## config.mk

```make
export PLATFORM = sky130hd
export DESIGN_NAME = etx_burst_arbiter
export DESIGN_NICKNAME = d
export VERILOG_FILES = /design/src/rtl/etx_burst_arbiter.sv
export SDC_FILE = /design/constraint.sdc
export NUM_CORES = 1
export LEC_CHECK = 0
export CELL_PAD_IN_SITES_DETAIL_PLACEMENT = 1
export CELL_PAD_IN_SITES_GLOBAL_PLACEMENT = 1
export CORE_MARGIN = 5
export CORE_UTILIZATION = 30
export DETAILED_ROUTE_END_ITERATION = 10
export PLACE_DENSITY = 0.84
export SKIP_LAST_GASP = 1
export SLEW_MARGIN = 10
export SYNTH_ARGS = -nofsm -noshare
export SYNTH_HDL_FRONTEND = slang
export SYNTH_SLANG_ARGS = --single-unit
```

## constraint.sdc

```tcl
create_clock -name clk -period 4.6 [get_ports clk]
set_input_delay 0.92 -clock clk [delete_from_list [all_inputs] [get_ports clk]]
set_output_delay 0.92 -clock clk [all_outputs]
set_load 0.02 [all_outputs]
```

## src/rtl/etx_burst_arbiter.sv

```systemverilog
// elink TX scheduler: arbitrates rr/rd/wr FIFOs onto one registered
// emesh stream and marks consecutive doubleword writes as a burst.
module etx_burst_arbiter #(
  parameter int          PW       = 104,
  parameter int          MAXBURST = 16,
  parameter logic [11:0] ID       = 12'h999
) (
  input  logic          clk,
  input  logic          nreset,
  input  logic          txrr_access,
  input  logic [PW-1:0] txrr_packet,
  output logic          txrr_wait,
  input  logic          txrd_access,
  input  logic [PW-1:0] txrd_packet,
  output logic          txrd_wait,
  input  logic          txwr_access,
  input  logic [PW-1:0] txwr_packet,
  output logic          txwr_wait,
  input  logic          tx_rd_wait,
  input  logic          tx_wr_wait,
  input  logic          etx_wait,
  output logic          etx_access,
  output logic [PW-1:0] etx_packet,
  output logic          etx_burst
);

  typedef enum logic {IDLE, BURST} state_t;

  localparam int CW = 9;

  state_t        state, state_nx;
  logic [CW-1:0] cnt;
  logic [31:0]   last_addr;
  logic [4:0]    last_ctrl;

  logic          advance;
  logic          rr_el, rd_el, wr_el;
  logic          gnt_rr, gnt_rd, gnt_wr;
  logic          burst_beat;
  logic          wr_dbl;
  logic [4:0]    wr_ctrl;
  logic [31:0]   wr_dst;
  logic [32:0]   next_addr;
  logic          cont;
  logic [PW-1:0] sel_pkt;

  assign advance = ~etx_wait;
  // Read responses travel as writes on the link.
  assign rr_el = txrr_access & ~tx_wr_wait;
  assign rd_el = txrd_access & ~tx_rd_wait;
  assign wr_el = txwr_access & ~tx_wr_wait;

  assign wr_dbl  = txwr_packet[0] & (txwr_packet[2:1] == 2'b11);
  assign wr_ctrl = txwr_packet[7:3];
  assign wr_dst  = txwr_packet[39:8];

  // 33-bit sum: a carry out means the address wrapped, which ends a burst.
  assign next_addr = {1'b0, last_addr} + 33'd8;

  assign cont = wr_el & wr_dbl
              & (wr_ctrl == last_ctrl)
              & ~next_addr[32]
              & (wr_dst == next_addr[31:0])
              & (cnt < CW'(MAXBURST));

  // Grant selection and next state; BURST locks out rr/rd.
  always_comb begin
    gnt_rr     = 1'b0;
    gnt_rd     = 1'b0;
    gnt_wr     = 1'b0;
    burst_beat = 1'b0;
    state_nx   = state;
    if (advance) begin
      unique case (state)
        IDLE: begin
          if (rr_el) begin
            gnt_rr = 1'b1;
          end else if (rd_el) begin
            gnt_rd = 1'b1;
          end else if (wr_el) begin
            gnt_wr   = 1'b1;
            state_nx = wr_dbl ? BURST : IDLE;
          end
        end
        BURST: begin
          if (cont) begin
            gnt_wr     = 1'b1;
            burst_beat = 1'b1;
          end else begin
            state_nx = IDLE;
          end
        end
        default: state_nx = IDLE;
      endcase
    end
  end

  assign txrr_wait = ~gnt_rr;
  assign txrd_wait = ~gnt_rd;
  assign txwr_wait = ~gnt_wr;

  // Packet mux for the granted channel.
  always_comb begin
    sel_pkt = txwr_packet;
    unique case (1'b1)
      gnt_rr:  sel_pkt = txrr_packet;
      gnt_rd:  sel_pkt = txrd_packet;
      default: sel_pkt = txwr_packet;
    endcase
  end

  // State register and burst tracking.
  always_ff @(posedge clk or negedge nreset) begin
    if (!nreset) begin
      state     <= IDLE;
      cnt       <= '0;
      last_addr <= '0;
      last_ctrl <= '0;
    end else begin
      state <= state_nx;
      if (gnt_wr) begin
        last_addr <= wr_dst;
        last_ctrl <= wr_ctrl;
        cnt       <= burst_beat ? cnt + 1'b1 : CW'(1);
      end
    end
  end

  // Output register; holds while the serializer stalls.
  always_ff @(posedge clk or negedge nreset) begin
    if (!nreset) begin
      etx_access <= 1'b0;
      etx_packet <= '0;
      etx_burst  <= 1'b0;
    end else if (advance) begin
      etx_access <= gnt_rr | gnt_rd | gnt_wr;
      etx_burst  <= burst_beat;
      if (gnt_rr | gnt_rd | gnt_wr)
        etx_packet <= sel_pkt;
    end
  end

endmodule

```

After elaboration in Yosys (flattened, before gate mapping)

Index checks and enable logic that the tools add are counted.

Register bits: 153
Bits in latches: 0
Memory bits (writable): 0
Memory bits (read-only): 0
Memories kept: 0

$add $sub $neg: 2
Multiply operators: 0
Divide/modulo/power cells: 0
$lt $le $gt $ge: 1
Equality and inequality tests: 3
Shifts and indexed selects: 0
Mux-type cells: 22
Bitwise logic cells: 19
Reduce and logical (&&, ||, !) cells: 1

Operator list:

| kind                    | count |
|---|---|
| $pmux W104 S2           | 1 |
| $add A32 B4 Y33 const B | 1 |
| $eq A32 B32 Y1          | 1 |
| $mux W1                 | 18 |
| $add A9 B1 Y9 const B   | 1 |
| $and A1 B1 Y1           | 9 |
| $lt A9 B5 Y1 const B    | 1 |
| $mux W9                 | 1 |
| $not A1 Y1              | 8 |
| $eq A5 B5 Y1            | 1 |
| $pmux W1 S2             | 2 |
| $eq A2 B2 Y1 const B    | 1 |
| $or A1 B1 Y1            | 2 |
| $reduce_and A2 Y1       | 1 |

Longest topological paths before layout

Gate-level depths: netlist of the first run.

Depth in word-level cells: 12
Depth in mapped cells: 12
Depth with buffers taken out: 10

Least setup slack after synthesis of the first run

No wires, ideal clock.

Path kind: input to output
Start: input port txwr_packet[33]
End: output port txwr_wait
Arrival time: 2829 ps
Required time: 3680 ps
Slack: 851 ps
Stages on the path: 9
Cell sequence: or3b_2 -> a2111o_1 -> nand2_1 -> o211ai_1 -> a22oi_1 -> nand4_4 -> o21ai_4 -> inv_6 -> buf_6

Cells in the longest elaborated chain, start to end: 7

Ends and longest elaborated chain:

| item           | RTL line | text |
|---|---|---|
| from (decl)    | 17       | `input logic [PW-1:0] txwr_packet,` |
| $eq A32 B32 Y1 | 63       | `& (wr_dst == next_addr[31:0])` |
| $and A1 B1 Y1  | 63       |  |
| $and A1 B1 Y1  | 64       | `& (cnt < CW'(MAXBURST));` |
| $mux W1        | 86       | `if (cont) begin` |
| $pmux W1 S2    | 74       | `unique case (state)` |
| $mux W1        | 73       | `if (advance) begin` |
| $not A1 Y1     | 100      | `assign txwr_wait = ~gnt_wr;` |
| to (decl)      | 18       | `output logic txwr_wait,` |

No other way between the ends.

Worst setup path in the final report of the first run

Start: register last_addr[3]
End: output port txwr_wait

Cells in the longest elaborated chain, start to end: 9
Elaborated cells between the ends (all ways): 10

Ends and longest elaborated chain:

| item                                                   | RTL line | text |
|---|---|---|
| from (decl)                                            | 33       | `logic [31:0] last_addr;` |
| from (signal assigned)                                 | 122      | `last_addr <= wr_dst;` |
| $add A32 B4 Y33 *                                      | 58       | `assign next_addr = {1'b0, last_addr} + 33'd8;` |
| branches (longest 2 deep; another with $eq A32 B32 Y1) | --       |  |
| $and A1 B1 Y1 *                                        | 63       |  |
| $and A1 B1 Y1 *                                        | 64       |  |
| $mux W1 *                                              | 86       |  |
| $pmux W1 S2 *                                          | 74       |  |
| $mux W1 *                                              | 73       |  |
| $not A1 Y1 *                                           | 100      |  |

Mark *: on every way between the ends.

==> results of run 1 <==
## per-layer routing
metal | part of all wire [%] | vias up | global-route usage [%]
li1 | - | 3796 | -
met1 | 38 | 4305 | 25.7
met2 | 51 | 424 | 39.3
met3 | 7.5 | 64 | 6.02
met4 | 3.5 | 2 | 9.17
met5 | 0.034 | - | 0
## flip-flops by register name, summed over array words and instances, names as in the netlist
name        count
etx_packet    104
etx_burst       1
etx_access      1
cnt             9
last_ctrl       5
state           1
last_addr      32
## cell families after synthesis
kind of cell             after synthesis  share of synthesized area, %
AO/OA/AOI/OAI                        155                          16.4
multiplexers                         143                          18.2
flip-flops                           153                          44.1
adder cells (fa/ha/maj)                2                         0.288
AND/OR/NAND/NOR                      116                          8.07
buffers and inverters                166                          8.67
XOR/XNOR                              43                          4.34
## placed cells by master, fill, tap and decap left out, types with 13 or more instances in the layout
cell type,netlist,layout
nand3_1,13,13
buf_4,7,17
clkbuf_16,0,17
mux2_4,26,26
a222oi_1,101,101
nand2_1,16,16
dfrtp_1,153,153
inv_1,110,110
clkdlybuf4s50_1,0,426
xor2_1,23,23
mux2i_1,105,105
xnor2_1,20,20
## layout make-up
| class | count | area share (%) |
|---|---|---|
| Antenna cell | 11 | 0.197 |
| Clock buffer | 19 | 3.24 |
| Multi-Input combinational cell | 459 | 29.6 |
| Tap cell | 384 | 3.43 |
| Timing Repair Buffer | 450 | 32.2 |
| Sequential cell | 153 | 27.4 |
| Inverter | 111 | 3.01 |
| Clock inverter | 13 | 0.957 |
## where the power goes
part | leakage [nW] | internal (mW) | switching, mW
clock | 0.291 | 0.793 | 0.645
sequential | 1.84 | 1.63 | 0.249
combinational | 3.93 | 0.980 | 0.894
total | 6.05 | 3.41 | 1.79
## how the worst max path moves through the flow
stage | end | startpoint | depth (start not counted) | slack [ns]
6_report | txwr_wait | last_addr[3] | 10 | 0.19
5_1_grt | txwr_wait | last_addr[3] | 10 | 0.1
4_1_cts | txwr_wait | last_addr[3] | 10 | 0.17
3_5_place_dp | txwr_wait | txwr_packet[33] | 10 | 0.02
3_3_place_gp | txwr_wait | txwr_packet[33] | 10 | 0.07
2_1_floorplan | txwr_wait | txwr_packet[33] | 9 | 0.85
## metrics by stage
| stage | instances | cell area (um^2) |
|---|---|---|
| after floorplan | 778 | 8680 |
| after global placement | 1557 | 13400 |
| after detailed placement | 1557 | 13400 |
| after CTS | 1589 | 14000 |
| after global routing | 1599 | 14000 |
| final | 1600 | 14000 |
## critical path: cells and delay by family, from the launching register on
| family | cells | cell delay (ns) |
|---|---|---|
| DFF | 1 | 0.48 |
| AOI/OAI and AO/OA | 2 | 0.31 |
| buffers and inverters | 2 | 0.38 |
| adders and majority gates | 1 | 0.25 |
| and+or+nand+nor | 5 | 1.65 |
==> impl_metrics.yaml, run 1 <==
yosys:
  async_flop_share_pct: 100
  syn-cell-area_um2: 8680
  synth_top_cells_by_count: "153 x dfrtp_1, 110 x inv_1, 105 x mux2i_1, 101 x a222oi_1, 38 x clkbuf_1"
  yosys_warnings: 0
  synth_largest_area_cell: "dfrtp_1"
  yosysTopAreaCellShare_pct: 44.1
  synth_area_per_cell_um2: 11.2
  synth_nets: 1100
  ys.flop_type: "dfrtp_1"
  yosysMostFrequentCell: "dfrtp_1"
  netlist_instances: 778
  yosysSeqAreaShare_pct: 44.1
  synth_edf_count: 0
  synth_area_leaders: "dfrtp_1 44%, mux2i_1 12%, a222oi_1 12%"
  synth_cell_types: 63
  ys_seq_elements: 153
critical_path:
  cp.arrival_ns: 3.49
  crit_fanout: 7
  cp_slowest_cell: "or4b_4"
  rrSetupSlack_ns: 0.84
  start_kind: "flip-flop"
  rr_worst_depth: 11
  critPathCaptureType: "output port"
  crit_chain: "ha_1 > nand3_1 > or3_4 > or4b_4 > a31o_1 > and4bb_1 > nand4_4 > o21ai_4 > inv_6 > dlygate4sd2_1"
  cpPeakStageDelay_ns: 0.53
  r2r-end: "etx_packet[66]"
  worstSetupPathType: "reg2out"
  crit_required_ns: 3.68
  rr_startpoint: "last_addr[3]"
sta:
  rsz0062_at_grt: "no"
  fmax_mhz: 227
  finalWorstSetupSlack_ns: 0.187
  finalClockSkew_ns: 0.0119
  min_period_over_period_pct: 95.9
  fin_setup_tns_ns: 0
  slew_headroom_pct: 36.5
  worst_pin_slew_ns: 0.952
  slew_violations: 0
  min_period_ns: 4.41
  finalSetupViolations: 0
  whs_ns: 0.502
  hold_violations: 0
clock_tree:
  clk_pin_slew_ns: 0.07
  cts_resized: 2
  numCtsBuffers: 17
  cts_buffer_depth: 2
  cts_tree: "done"
  htree_levels: 4
  cts_num_sinks: 153
  cts_root_buf: "clkbuf_16"
  cts_setup_buffers: 0
  insertion_delay_ns: 0.43
  cts_hold_buf: 0
drt:
  vias: 8591
  wl_um: 37900
  ant_nets: 0
  drc: 0
  avgRoutedWirePerCell_um: 23.7
  first_pass_iters: 10
  dr.first_iter.drc_count: 682
  viasPerCell: 5.37
floorplan:
  start_util_pct: 30.3
  fp.dieArea_um2: 32400
  rows: 62
  core_area_um2: 28600
  fp.dieH_um: 180
  die_x_um: 180
  io_pins: 429
layout:
  fin_util_pct: 48.9
  num-fill-cells: 3060
  drive_gt1_share_pct: 9.21
  multi_input_area_um2: 4140
  nets: 1514
  seqCellArea_um2: 3830
  area_delta_synth_final_pct: 61.1
global_route:
  grt_pass1_vias: 9325
  grt_pass1_wl_um: 57000
  gr-total-overflow: 0
  antenna_found_initial: 11
  grt_max_degree: 98
  track_usage_pct: 22.3
pwr:
  p_leak_nw: 6.05
  p_per_area_nw_per_um2: 371
  vdd_ir_drop_max_mv: 0.232
  finalPower_mw: 5.19
min_path:
  min_from: "etx_access"
  holdPathEnd: "etx_access"
  hold_depth: 1
  hold_path_class: "reg2reg"
place:
  dpl.hpwl_um: 29200
  port_buffers: 428
  gp_congestion: 0.833
  dp_slack_ns: 0.0230
flow_run:
  drv_cap: 0
status:
  status: "complete, no violations"
Power figures use the tool's default switching activity.
==> run 2, diff against run 1 <==
- GPL_TIMING_DRIVEN: unset -> 1
==> results of run 2 <==
Final layout, timing and power as in run 1 (identical DEF).
